[config.mk]
export PLATFORM = sky130hd
export DESIGN_NAME = move_ctrl_m
export DESIGN_NICKNAME = d
export VERILOG_FILES = /design/src/rtl/move_ctrl_m.sv
export SDC_FILE = /design/constraint.sdc
export NUM_CORES = 1
export LEC_CHECK = 0
export ABC_AREA = 1
export CELL_PAD_IN_SITES_DETAIL_PLACEMENT = 1
export CELL_PAD_IN_SITES_GLOBAL_PLACEMENT = 2
export CORE_ASPECT_RATIO = 1.25
export CORE_MARGIN = 4
export CORE_UTILIZATION = 27
export CTS_CLUSTER_DIAMETER = 60
export DETAILED_ROUTE_END_ITERATION = 6
export PLACE_DENSITY = 0.87
export SLEW_MARGIN = 0
export SYNTH_ARGS = -nofsm -noshare
export SYNTH_HDL_FRONTEND = slang
export SYNTH_SLANG_ARGS = --single-unit
[constraint.sdc]
create_clock -name clock -period 6.8 [get_ports clock]
set_clock_uncertainty 0.2 [all_clocks]
set_input_delay 1.36 -clock clock [delete_from_list [all_inputs] [get_ports clock]]
set_output_delay 1.36 -clock clock [all_outputs]
set_load 0.01 [all_outputs]
[src/rtl/move_ctrl_m.sv]
// Turn controller and referee for board_m: validates moves, alternates X/O, scans win lines.
// Optional idle-turn forfeit is enabled by defining MOVE_TIMEOUT_EN.
`ifndef CELL_BLANK
`define CELL_BLANK 2'b00
`endif
`ifndef CELL_X
`define CELL_X 2'b01
`endif
`ifndef CELL_O
`define CELL_O 2'b10
`endif
`ifndef INDEX_T
`define INDEX_T [3:0]
`endif
`ifndef STATE_T
`define STATE_T [1:0]
`endif
`ifndef BOARD_T
`define BOARD_T [8:0]
`endif

module move_ctrl_m #(
  parameter logic [1:0] FIRST_PLAYER = `CELL_X
`ifdef MOVE_TIMEOUT_EN
  , parameter int TIMEOUT_CYCLES = 255
`endif
) (
  input  logic                  clock,
  input  logic                  reset,
  input  logic                  move_valid,
  input  logic `INDEX_T         move_loc,
  output logic                  move_ready,
  output logic                  move_reject,
  input  logic `BOARD_T `STATE_T board,
  output logic `INDEX_T         update_loc,
  output logic `STATE_T         update_val,
  output logic                  board_reset,
  input  logic                  new_game,
  output logic `STATE_T         turn,
  output logic `STATE_T         winner,
  output logic                  game_over
);

  typedef enum logic [2:0] {CLEAR, IDLE, WRITE, CHECK, OVER} state_t;

  state_t      state, next_state;
  logic [3:0]  loc_q;
  logic [2:0]  line_cnt;
  logic        win_flag;
  logic        handshake, loc_legal, line_match, board_full, win_now, timeout_hit;
  logic [1:0]  loc_cell, cell_a, cell_b, cell_c, other_player;

  always_comb begin
    loc_cell   = `CELL_BLANK;
    board_full = 1'b1;
    for (int i = 0; i < 9; i++) begin
      if (move_loc == 4'(i)) loc_cell = board[i];
      if (board[i] == `CELL_BLANK) board_full = 1'b0;
    end
  end

  assign loc_legal    = (move_loc < 4'd9) && (loc_cell == `CELL_BLANK);
  assign handshake    = move_valid && move_ready && !new_game;
  assign other_player = (turn == `CELL_X) ? `CELL_O : `CELL_X;

  // Line order: rows, columns, main diagonal, anti-diagonal
  always_comb begin
    cell_a = board[0];
    cell_b = board[1];
    cell_c = board[2];
    case (line_cnt)
      3'd0: begin cell_a = board[0]; cell_b = board[1]; cell_c = board[2]; end
      3'd1: begin cell_a = board[3]; cell_b = board[4]; cell_c = board[5]; end
      3'd2: begin cell_a = board[6]; cell_b = board[7]; cell_c = board[8]; end
      3'd3: begin cell_a = board[0]; cell_b = board[3]; cell_c = board[6]; end
      3'd4: begin cell_a = board[1]; cell_b = board[4]; cell_c = board[7]; end
      3'd5: begin cell_a = board[2]; cell_b = board[5]; cell_c = board[8]; end
      3'd6: begin cell_a = board[0]; cell_b = board[4]; cell_c = board[8]; end
      default: begin cell_a = board[2]; cell_b = board[4]; cell_c = board[6]; end
    endcase
  end

  assign line_match = (cell_a == turn) && (cell_b == turn) && (cell_c == turn);
  assign win_now    = win_flag || line_match;

`ifdef MOVE_TIMEOUT_EN
  logic [15:0] idle_cnt;

  assign timeout_hit = (state == IDLE) && !handshake && !new_game &&
                       ((idle_cnt + 16'd1) == 16'(TIMEOUT_CYCLES));

  always_ff @(posedge clock or posedge reset) begin
    if (reset)
      idle_cnt <= '0;
    else if (new_game || state != IDLE || handshake || timeout_hit)
      idle_cnt <= '0;
    else
      idle_cnt <= idle_cnt + 16'd1;
  end
`else
  assign timeout_hit = 1'b0;
`endif

  always_ff @(posedge clock or posedge reset) begin
    if (reset) state <= CLEAR;
    else       state <= next_state;
  end

  // board_reset is masked during reset so board_m sees the clear only after release
  always_comb begin
    next_state  = state;
    move_ready  = 1'b0;
    board_reset = 1'b0;
    update_loc  = 4'hF;
    update_val  = `CELL_BLANK;
    case (state)
      CLEAR: begin
        board_reset = !reset;
        next_state  = IDLE;
      end
      IDLE: begin
        move_ready = 1'b1;
        if (move_valid && loc_legal) next_state = WRITE;
      end
      WRITE: begin
        update_loc = loc_q;
        update_val = turn;
        next_state = CHECK;
      end
      CHECK: begin
        if (line_cnt == 3'd7) next_state = (win_now || board_full) ? OVER : IDLE;
      end
      default: next_state = OVER;
    endcase
    if (new_game) next_state = CLEAR;
  end

  always_ff @(posedge clock or posedge reset) begin
    if (reset) begin
      turn        <= FIRST_PLAYER;
      winner      <= `CELL_BLANK;
      game_over   <= 1'b0;
      move_reject <= 1'b0;
      loc_q       <= '0;
      line_cnt    <= '0;
      win_flag    <= 1'b0;
    end else if (new_game) begin
      turn        <= FIRST_PLAYER;
      winner      <= `CELL_BLANK;
      game_over   <= 1'b0;
      move_reject <= 1'b0;
      line_cnt    <= '0;
      win_flag    <= 1'b0;
    end else begin
      move_reject <= (handshake && !loc_legal) || timeout_hit;
      if (handshake && loc_legal) loc_q <= move_loc;
      if (timeout_hit) turn <= other_player;
      case (state)
        WRITE: begin
          line_cnt <= '0;
          win_flag <= 1'b0;
        end
        CHECK: begin
          line_cnt <= line_cnt + 3'd1;
          win_flag <= win_now;
          if (line_cnt == 3'd7) begin
            if (win_now) begin
              winner    <= turn;
              game_over <= 1'b1;
            end else if (board_full) begin
              game_over <= 1'b1;
            end else begin
              turn <= other_player;
            end
          end
        end
        default: ;
      endcase
    end
  end

endmodule

# Word level (Yosys, flattened, before mapping)
# Cells that the tools add are included.
[word_totals]
ff_bits = 17
in_bits = 26
output_inout_bits = 14
[op_classes]
n_addsub = 1
magnitude_cmp = 1
eq_ne = 26
n_mux = 50
bitwise = 1
n_reduce_logical = 38
[op_table]
columns = ["operator", "count"]
rows = [
  ["2-bit two-way mux", 20],
  ["2-bit case mux with 4 select lines", 3],
  ["2-bit logical NOT", 10],
  ["1-bit two-way mux", 18],
  ["4-bit by 3-bit == test with 1-bit output, second input constant", 4],
  ["3-bit two-way mux", 5],
  ["3-bit by 2-bit == test with 1-bit output, second input constant", 4],
  ["3-bit == test, second input constant", 4],
  ["3-bit case mux with 4 select lines", 1],
  ["4-bit by 2-bit == test with 1-bit output, second input constant", 2],
  ["1-bit logical AND", 8],
  ["2-bit == test", 3],
  ["3-bit by 1-bit == test with 1-bit output, second input constant", 2],
  ["3-bit logical NOT", 2],
  ["3-bit != test, second input constant", 2],
  ["3-bit case mux with 2 select lines", 1],
  ["3-bit AND reduction", 2],
  ["2-bit nonzero test", 3],
  ["3-bit nonzero test", 2],
  ["3-bit OR reduction", 2],
  ["4-bit by 1-bit == test with 1-bit output, second input constant", 1],
  ["4-bit == test, second input constant", 1],
  ["4-bit logical NOT", 1],
  ["4-bit less-than comparator, second input constant", 1],
  ["10 further kinds", 15],
]

# Longest topological paths before layout
# Gate-level depths: netlist of the first run.
[depth]
ltp_word = 16
mapped_depth = 16
ltp_nobuf = 15

# Least setup slack after synthesis of the first run
# OpenSTA, ideal clock, no wires.
[synth_timing]
path_kind = "input to output"
from = "input port reset"
to = "output port board_reset"
t_arrival_ns = 1.650
required_ns = 5.240
setup_slack_ns = 3.590
path_stages = 1
cell_sequence = "nor3_1"
[synth_via]
elab_chain_cells = 2
[synth_lines]
columns = ["element", "line", "rtl"]
rows = [
  ["start: declaration", "29", "input logic reset,"],
  ["1-bit logical NOT (no source line)", "n/a", ""],
  ["1-bit two-way mux", "116", "case (state)"],
  ["end: declaration", "37", "output logic board_reset,"],
]
# Every way passes these cells.

# Worst setup path in the final report of the first run
# Same ends and word-level chain as after synthesis.

==> results of run 1 <==
## cell type report
type / instances / area (µm²) / area share [%]
repair buffers: 39 / 390 / 18.6
multi-input cells: 213 / 1030 / 49.1
well taps: 66 / 82.6 / 3.93
clock buffers: 4 / 45.0 / 2.15
flip-flops and latches: 17 / 427 / 20.3
inverters: 33 / 124 / 5.90
## state kept, by name, indices dropped and copies added, names as in the netlist
signal and cells:
loc_q 4, line_cnt 3, state 3, turn 2, winner 2, game_over 1, move_reject 1, win_flag 1
## how the worst min path moves through the flow
stage / start / to / slack [ns]
floorplan: loc_q[0] / loc_q[0] / 0.25
global placement: game_over / game_over / 0.26
detailed placement: game_over / game_over / 0.26
CTS: game_over / game_over / 0.28
global route: game_over / game_over / 0.33
finish: game_over / game_over / 0.28
## metrics by stage
step                hold WS, ns  instance area (µm²)
global placement          0.258                 2050
detailed placement        0.262                 2050
global route              0.329                 2100
finish                    0.276                 2100
floorplan                 0.246                 1630
CTS                       0.279                 2100
## routing by layer
layer / track usage (%) / share of wire [%]
met1: 18.6 / 45
met2: 26.6 / 51
met3: 1.91 / 2.9
met4: 3.41 / 1.4
met5: 0 / 0
## worst register-to-register path: stages (launching register included)
cell	delay [ns]
dfrtp_1	0.66
inv_2	0.28
ha_1	0.33
nand2_1	0.08
nand2_1	0.05
o21ai_0	0.25
nand2_1	0.08
nand2_1	0.07
nand2_1	0.05
nor2_1	0.11
nand3_2	0.13
nand4_1	0.15
nand2_1	0.09
nand2_1	0.07
nand2_1	0.04
## cells by family (layout without fill, tap and decap cells)
kind of cell               after synthesis  after routing  synth area share [%]
buffers and inverters                   38             76                  10.6
AOI/OAI and AO/OA                       20             20                  8.29
adders and majority gates                6              6                  4.60
and+or+nand+nor                        187            187                  50.3
DFF                                     17             17                  26.2
## power breakdown
part | switching (mW) | leakage [nW] | internal, mW | total (mW)
registers | 0.0155 | 0.224 | 0.123 | 0.138
logic | 0.129 | 0.822 | 0.0963 | 0.225
clock network | 0.0355 | 0.0228 | 0.0416 | 0.0771
## synthesized netlist by cell type (2+ instances only)
| cell type | n | share of area (%) |
|---|---|---|
| nand2_1 | 89 | 20 |
| nand3_1 | 41 | 13 |
| inv_1 | 32 | 7.4 |
| nor2_1 | 29 | 6.7 |
| dfrtp_1 | 16 | 25 |
| o21ai_0 | 11 | 3.4 |
| or2_2 | 8 | 3.1 |
| nand4_1 | 7 | 2.7 |
| ha_1 | 6 | 4.6 |
| nor3_1 | 5 | 1.5 |
| buf_6 | 3 | 2.1 |
| nand2_2 | 3 | 1.2 |
| a21oi_1 | 2 | 0.61 |
| o21ai_4 | 2 | 2.0 |
| o31ai_1 | 2 | 0.92 |
| or2_0 | 2 | 0.77 |
==> impl_metrics.py, run 1 <==
metrics = {
    "power": {
        "ir_drop_uv": 119,
        "total_power_mw": 0.440,
        "p_leak_nw": 1.07,
        "powerDensity_nw_per_um2": 210,
    },
    "setup_path": {
        "critPathLaunchType": "input port",
        "cp-end-kind": "output port",
        "worstPathArrival_ns": 2.51,
        "path_max_fanout": 2,
        "r2r_start": "line_cnt[2]",
        "crit_start": "reset",
        "cp_slowest_cell": "clkdlybuf4s50_1",
        "path_cells": "clkdlybuf4s50_1, nor3_1, clkdlybuf4s50_1",
        "regToRegEndpoint": "turn[1]",
        "criticalPathCategory": "in2out",
        "endpoint": "board_reset",
        "crit_path_frequent_cell": "clkdlybuf4s50_1",
        "crit_family": "buffers and inverters",
        "crit_cells": 3,
        "r2r_slack_ns": 4.07,
        "max_stage_delay_ns": 0.56,
        "ff2ff_path_depth": 14,
        "cp.required_ns": 5.24,
        "cp_num_buf_inv": 2,
    },
    "clocking": {
        "cts-root-buf": "clkbuf_8",
        "path_clk_slew_ns": 0.07,
        "clockBufferDepth": 2,
        "cts_sinks": 17,
        "cts_buffers": 3,
        "worstSkewPairLatency_ns": 0.25,
        "cts_setup_buffers": 0,
        "h-tree-depth": 1,
        "holdBufCountCts": 0,
        "cts_tree": "yes",
        "ctsResizeCount": 0,
    },
    "timing": {
        "finalHoldViolCount": 0,
        "rsz0062_at_grt": "no",
        "drv_slew": 0,
        "period_share_pct": 59.9,
        "tightest_slew_ns": 0.673,
        "finalSetupTns_ns": 0,
        "final-setup-viol-count": 0,
        "fmax_mhz": 245,
        "layout_min_cycle_time_ns": 4.07,
        "relSlewSlack_pct": 55.1,
        "postLayoutSetupSlackWorst_ns": 2.73,
    },
    "synth": {
        "yosysWarnings": 0,
        "synth.cell_area_um2": 1630,
        "synth.avg_cell_area_um2": 6.08,
        "synth_nets": 300,
        "async_reset_ff_share_pct": 100,
        "synth_edf_count": 0,
        "synth_cell_types": 26,
        "synthCells": 268,
        "ys_seq_area_share_pct": 26.2,
        "synthFlopType": "dfrtp_1",
        "ys_ff_latch": 17,
    },
    "die": {
        "fp.dieW_um": 77.5,
        "num_rows": 31,
        "die_area_um2": 7350,
        "core_region_area_um2": 5820,
        "io_pins": 40,
        "fp.dieH_um": 94.9,
        "start_util_pct": 28.0,
    },
    "global_routing": {
        "antenna_found_initial": 0,
        "grt_pass1_wl_um": 8680,
        "overflow": 0,
        "grt_pass1_vias": 1836,
        "grt_max_degree": 18,
        "grtUsageTotal_pct": 14.7,
    },
    "run_status": {
        "status": "finished clean",
    },
    "drt": {
        "drc_errors": 0,
        "initialDrtViolationCount": 64,
        "viasPerCell": 4.90,
        "wl_um": 5150,
        "wl_per_cell_um": 13.8,
        "drt.antenna.violating_nets": 0,
        "num_vias": 1822,
        "drtPass1Iterations": 4,
    },
    "hold_path": {
        "holdPathStages": 2,
        "hold_class": "reg2reg",
    },
    "layout": {
        "fin_util_pct": 36.1,
        "area_growth_syn_to_layout_pct": 28.8,
        "drive_gt1_share_pct": 6.21,
        "nets": 339,
        "final_cells": 372,
        "diodes": 0,
        "layout_common_cells": "nand2_1 (89), nand3_1 (41), clkdlybuf4s50_1 (39), inv_1 (32), nor2_1 (29)",
        "fillers": 791,
        "layout_commonest_cell": "nand2_1",
    },
    "place": {
        "gp_congestion": 0.821,
        "dp_hpwl_um": 4210,
        "post-place-ws_ns": 2.71,
        "io_buffers": 39,
        "place_inst": 368,
    },
    "job": {
        "maxCapViolations": 0,
    },
}
Note: power is estimated with default switching activity, not from simulation.
==> run 2, diff against run 1 <==
--- a/config.mk
+++ b/config.mk
@@ -10,10 +10,10 @@
 export CELL_PAD_IN_SITES_GLOBAL_PLACEMENT = 2
 export CORE_ASPECT_RATIO = 1.25
 export CORE_MARGIN = 4
-export CORE_UTILIZATION = 27
+export CORE_UTILIZATION = 25
 export CTS_CLUSTER_DIAMETER = 60
 export DETAILED_ROUTE_END_ITERATION = 6
-export PLACE_DENSITY = 0.87
+export PLACE_DENSITY = 0.82
 export SLEW_MARGIN = 0
 export SYNTH_ARGS = -nofsm -noshare
 export SYNTH_HDL_FRONTEND = slang
==> constraint.sdc (replaced) <==
create_clock -name clock -period 3.8 [get_ports clock]
set_clock_uncertainty 0.2 [all_clocks]
set_input_delay 0.76 -clock clock [delete_from_list [all_inputs] [get_ports clock]]
set_output_delay 0.76 -clock clock [all_outputs]
set_load 0.01 [all_outputs]
==> impl_metrics.py, run 2 (synthesized netlist as in run 1, its figures left out) <==
metrics = {
    "power": {
        "total_power_mw": 0.790,
        "p_clk_share_pct": 17.4,
        "ir_drop_uv": 174,
        "combPwrFrac_pct": 51.1,
        "swShare_pct": 40.9,
        "p_leak_nw": 1.07,
        "sequentialPowerShare_pct": 31.5,
        "powerDensity_nw_per_um2": 372,
        "intPower_mw": 0.467,
        "p_sw_mw": 0.323,
    },
    "clocking": {
        "path_clk_slew_ns": 0.07,
        "holdBufCountCts": 0,
        "ctsResizeCount": 0,
        "clockBufferDepth": 2,
        "cts-root-buf": "clkbuf_8",
        "worstSkewPairLatency_ns": 0.26,
        "cts_buffers": 3,
        "h-tree-depth": 1,
        "cts_sinks": 17,
        "cts_setup_buffers": 0,
        "cts_tree": "yes",
    },
    "timing": {
        "holdWs_ns": 0.279,
        "layout_min_cycle_time_ns": 2.87,
        "rsz0062_at_grt": "no",
        "fmax_mhz": 348,
        "finalSetupTns_ns": 0,
        "relSlewSlack_pct": 55.3,
        "drv_slew": 0,
        "final-setup-viol-count": 0,
        "finalHoldViolCount": 0,
        "tightest_slew_ns": 0.670,
        "period_share_pct": 75.6,
    },
    "hold_path": {
        "hold_class": "reg2reg",
    },
    "drt": {
        "viasPerCell": 4.73,
        "num_vias": 1849,
        "wl_per_cell_um": 13.6,
        "drc_errors": 0,
        "wl_um": 5300,
        "drt.antenna.violating_nets": 0,
        "initialDrtViolationCount": 99,
        "drtPass1Iterations": 4,
    },
    "setup_path": {
        "ff2ff_path_depth": 14,
        "r2r_start": "line_cnt[2]",
        "cp.required_ns": 2.84,
        "path_max_fanout": 2,
        "crit_start": "reset",
        "regToRegEndpoint": "turn[1]",
        "critPathLaunchType": "input port",
        "criticalPathCategory": "in2out",
        "worstPathArrival_ns": 1.91,
        "cp-end-kind": "output port",
        "endpoint": "board_reset",
        "r2r_slack_ns": 1.00,
    },
    "place": {
        "io_buffers": 39,
        "gp_congestion": 0.776,
        "dp_hpwl_um": 4400,
        "place_inst": 387,
    },
    "global_routing": {
        "grt.busiest_layer": "met2",
        "antenna_found_initial": 0,
        "overflow": 0,
        "use_met1_pct": 17.9,
        "grt_pass1_wl_um": 9050,
        "grt_max_degree": 18,
        "grtUsageTotal_pct": 14.3,
        "gr-usage-met3_pct": 1.66,
        "grt_use_met2_pct": 25.5,
        "grt_pass1_vias": 1887,
    },
    "die": {
        "fp.dieW_um": 80.2,
        "num_rows": 32,
        "start_util_pct": 26.1,
        "io_pins": 40,
        "fp.dieH_um": 98.3,
        "core_region_area_um2": 6250,
        "die_area_um2": 7890,
    },
    "layout": {
        "drive_gt1_share_pct": 6.21,
        "largestRegisters": "loc_q x4, line_cnt x3, state x3",
        "area_growth_syn_to_layout_pct": 30.2,
        "layout_commonest_cell": "nand2_1",
        "largest_reg_flops": 4,
        "nets": 339,
        "fin_util_pct": 34.0,
        "top_register": "loc_q",
        "layout_common_cells": "nand2_1 (89), nand3_1 (41), clkdlybuf4s50_1 (39), inv_1 (32), nor2_1 (29)",
        "diodes": 0,
        "final_cells": 391,
    },
    "run_status": {
        "status": "finished clean",
    },
    "job": {
        "maxCapViolations": 0,
    },
}
==> run 2: cell counts in the layout (fill, tap and decap cells not counted) <==
No cell type changed its count.
==> run 2: worst max-delay path: stages <==
cell and delay [ns]:
clkdlybuf4s50_1 0.41, nor3_1 0.17, clkdlybuf4s50_1 0.56
==> run 2: area by class of cell <==
class	instances	area (µm²)
clock buffer	4	45.0
fill	835	4120
inverter	33	124
multi-input combinational	213	1030
sequential	17	427
tap	85	106
timing repair buffer	39	390
==> run 2: how the worst min path moves through the flow <==
stage                     startpoint  slack (ns)   endpoint  cells after the start
after floorplan             loc_q[0]        0.25   loc_q[0]                      2
after global placement     game_over        0.26  game_over                      2
after detailed placement   game_over        0.26  game_over                      2
after CTS                  game_over        0.28  game_over                      2
after global routing       game_over        0.32  game_over                      2
final                      game_over        0.28  game_over                      2
==> run 2: metrics by stage <==
step	instance area [µm²]	setup slack [ns]
after global placement	2080	0.938
after floorplan	1630	1.59
after global routing	2120	0.627
after detailed placement	2080	0.872
after CTS	2120	0.905
final	2120	0.928
==> run 2: routing by layer <==
layer  routed length [µm]  up-vias
met5                    0        -
met4                   20        0
met3                  163        2
met2                 2810       33
met1                 2310      880
li1                     -      934
==> run 2: power groups by stage <==
stage | Clock (mW) | Combinational [mW] | Sequential (mW)
after floorplan | 0 | 0.263 | 0.244
after global placement | 0 | 0.403 | 0.251
after detailed placement | 0 | 0.410 | 0.251
after CTS | 0.142 | 0.412 | 0.249
after global routing | 0.149 | 0.467 | 0.254
final | 0.137 | 0.404 | 0.249
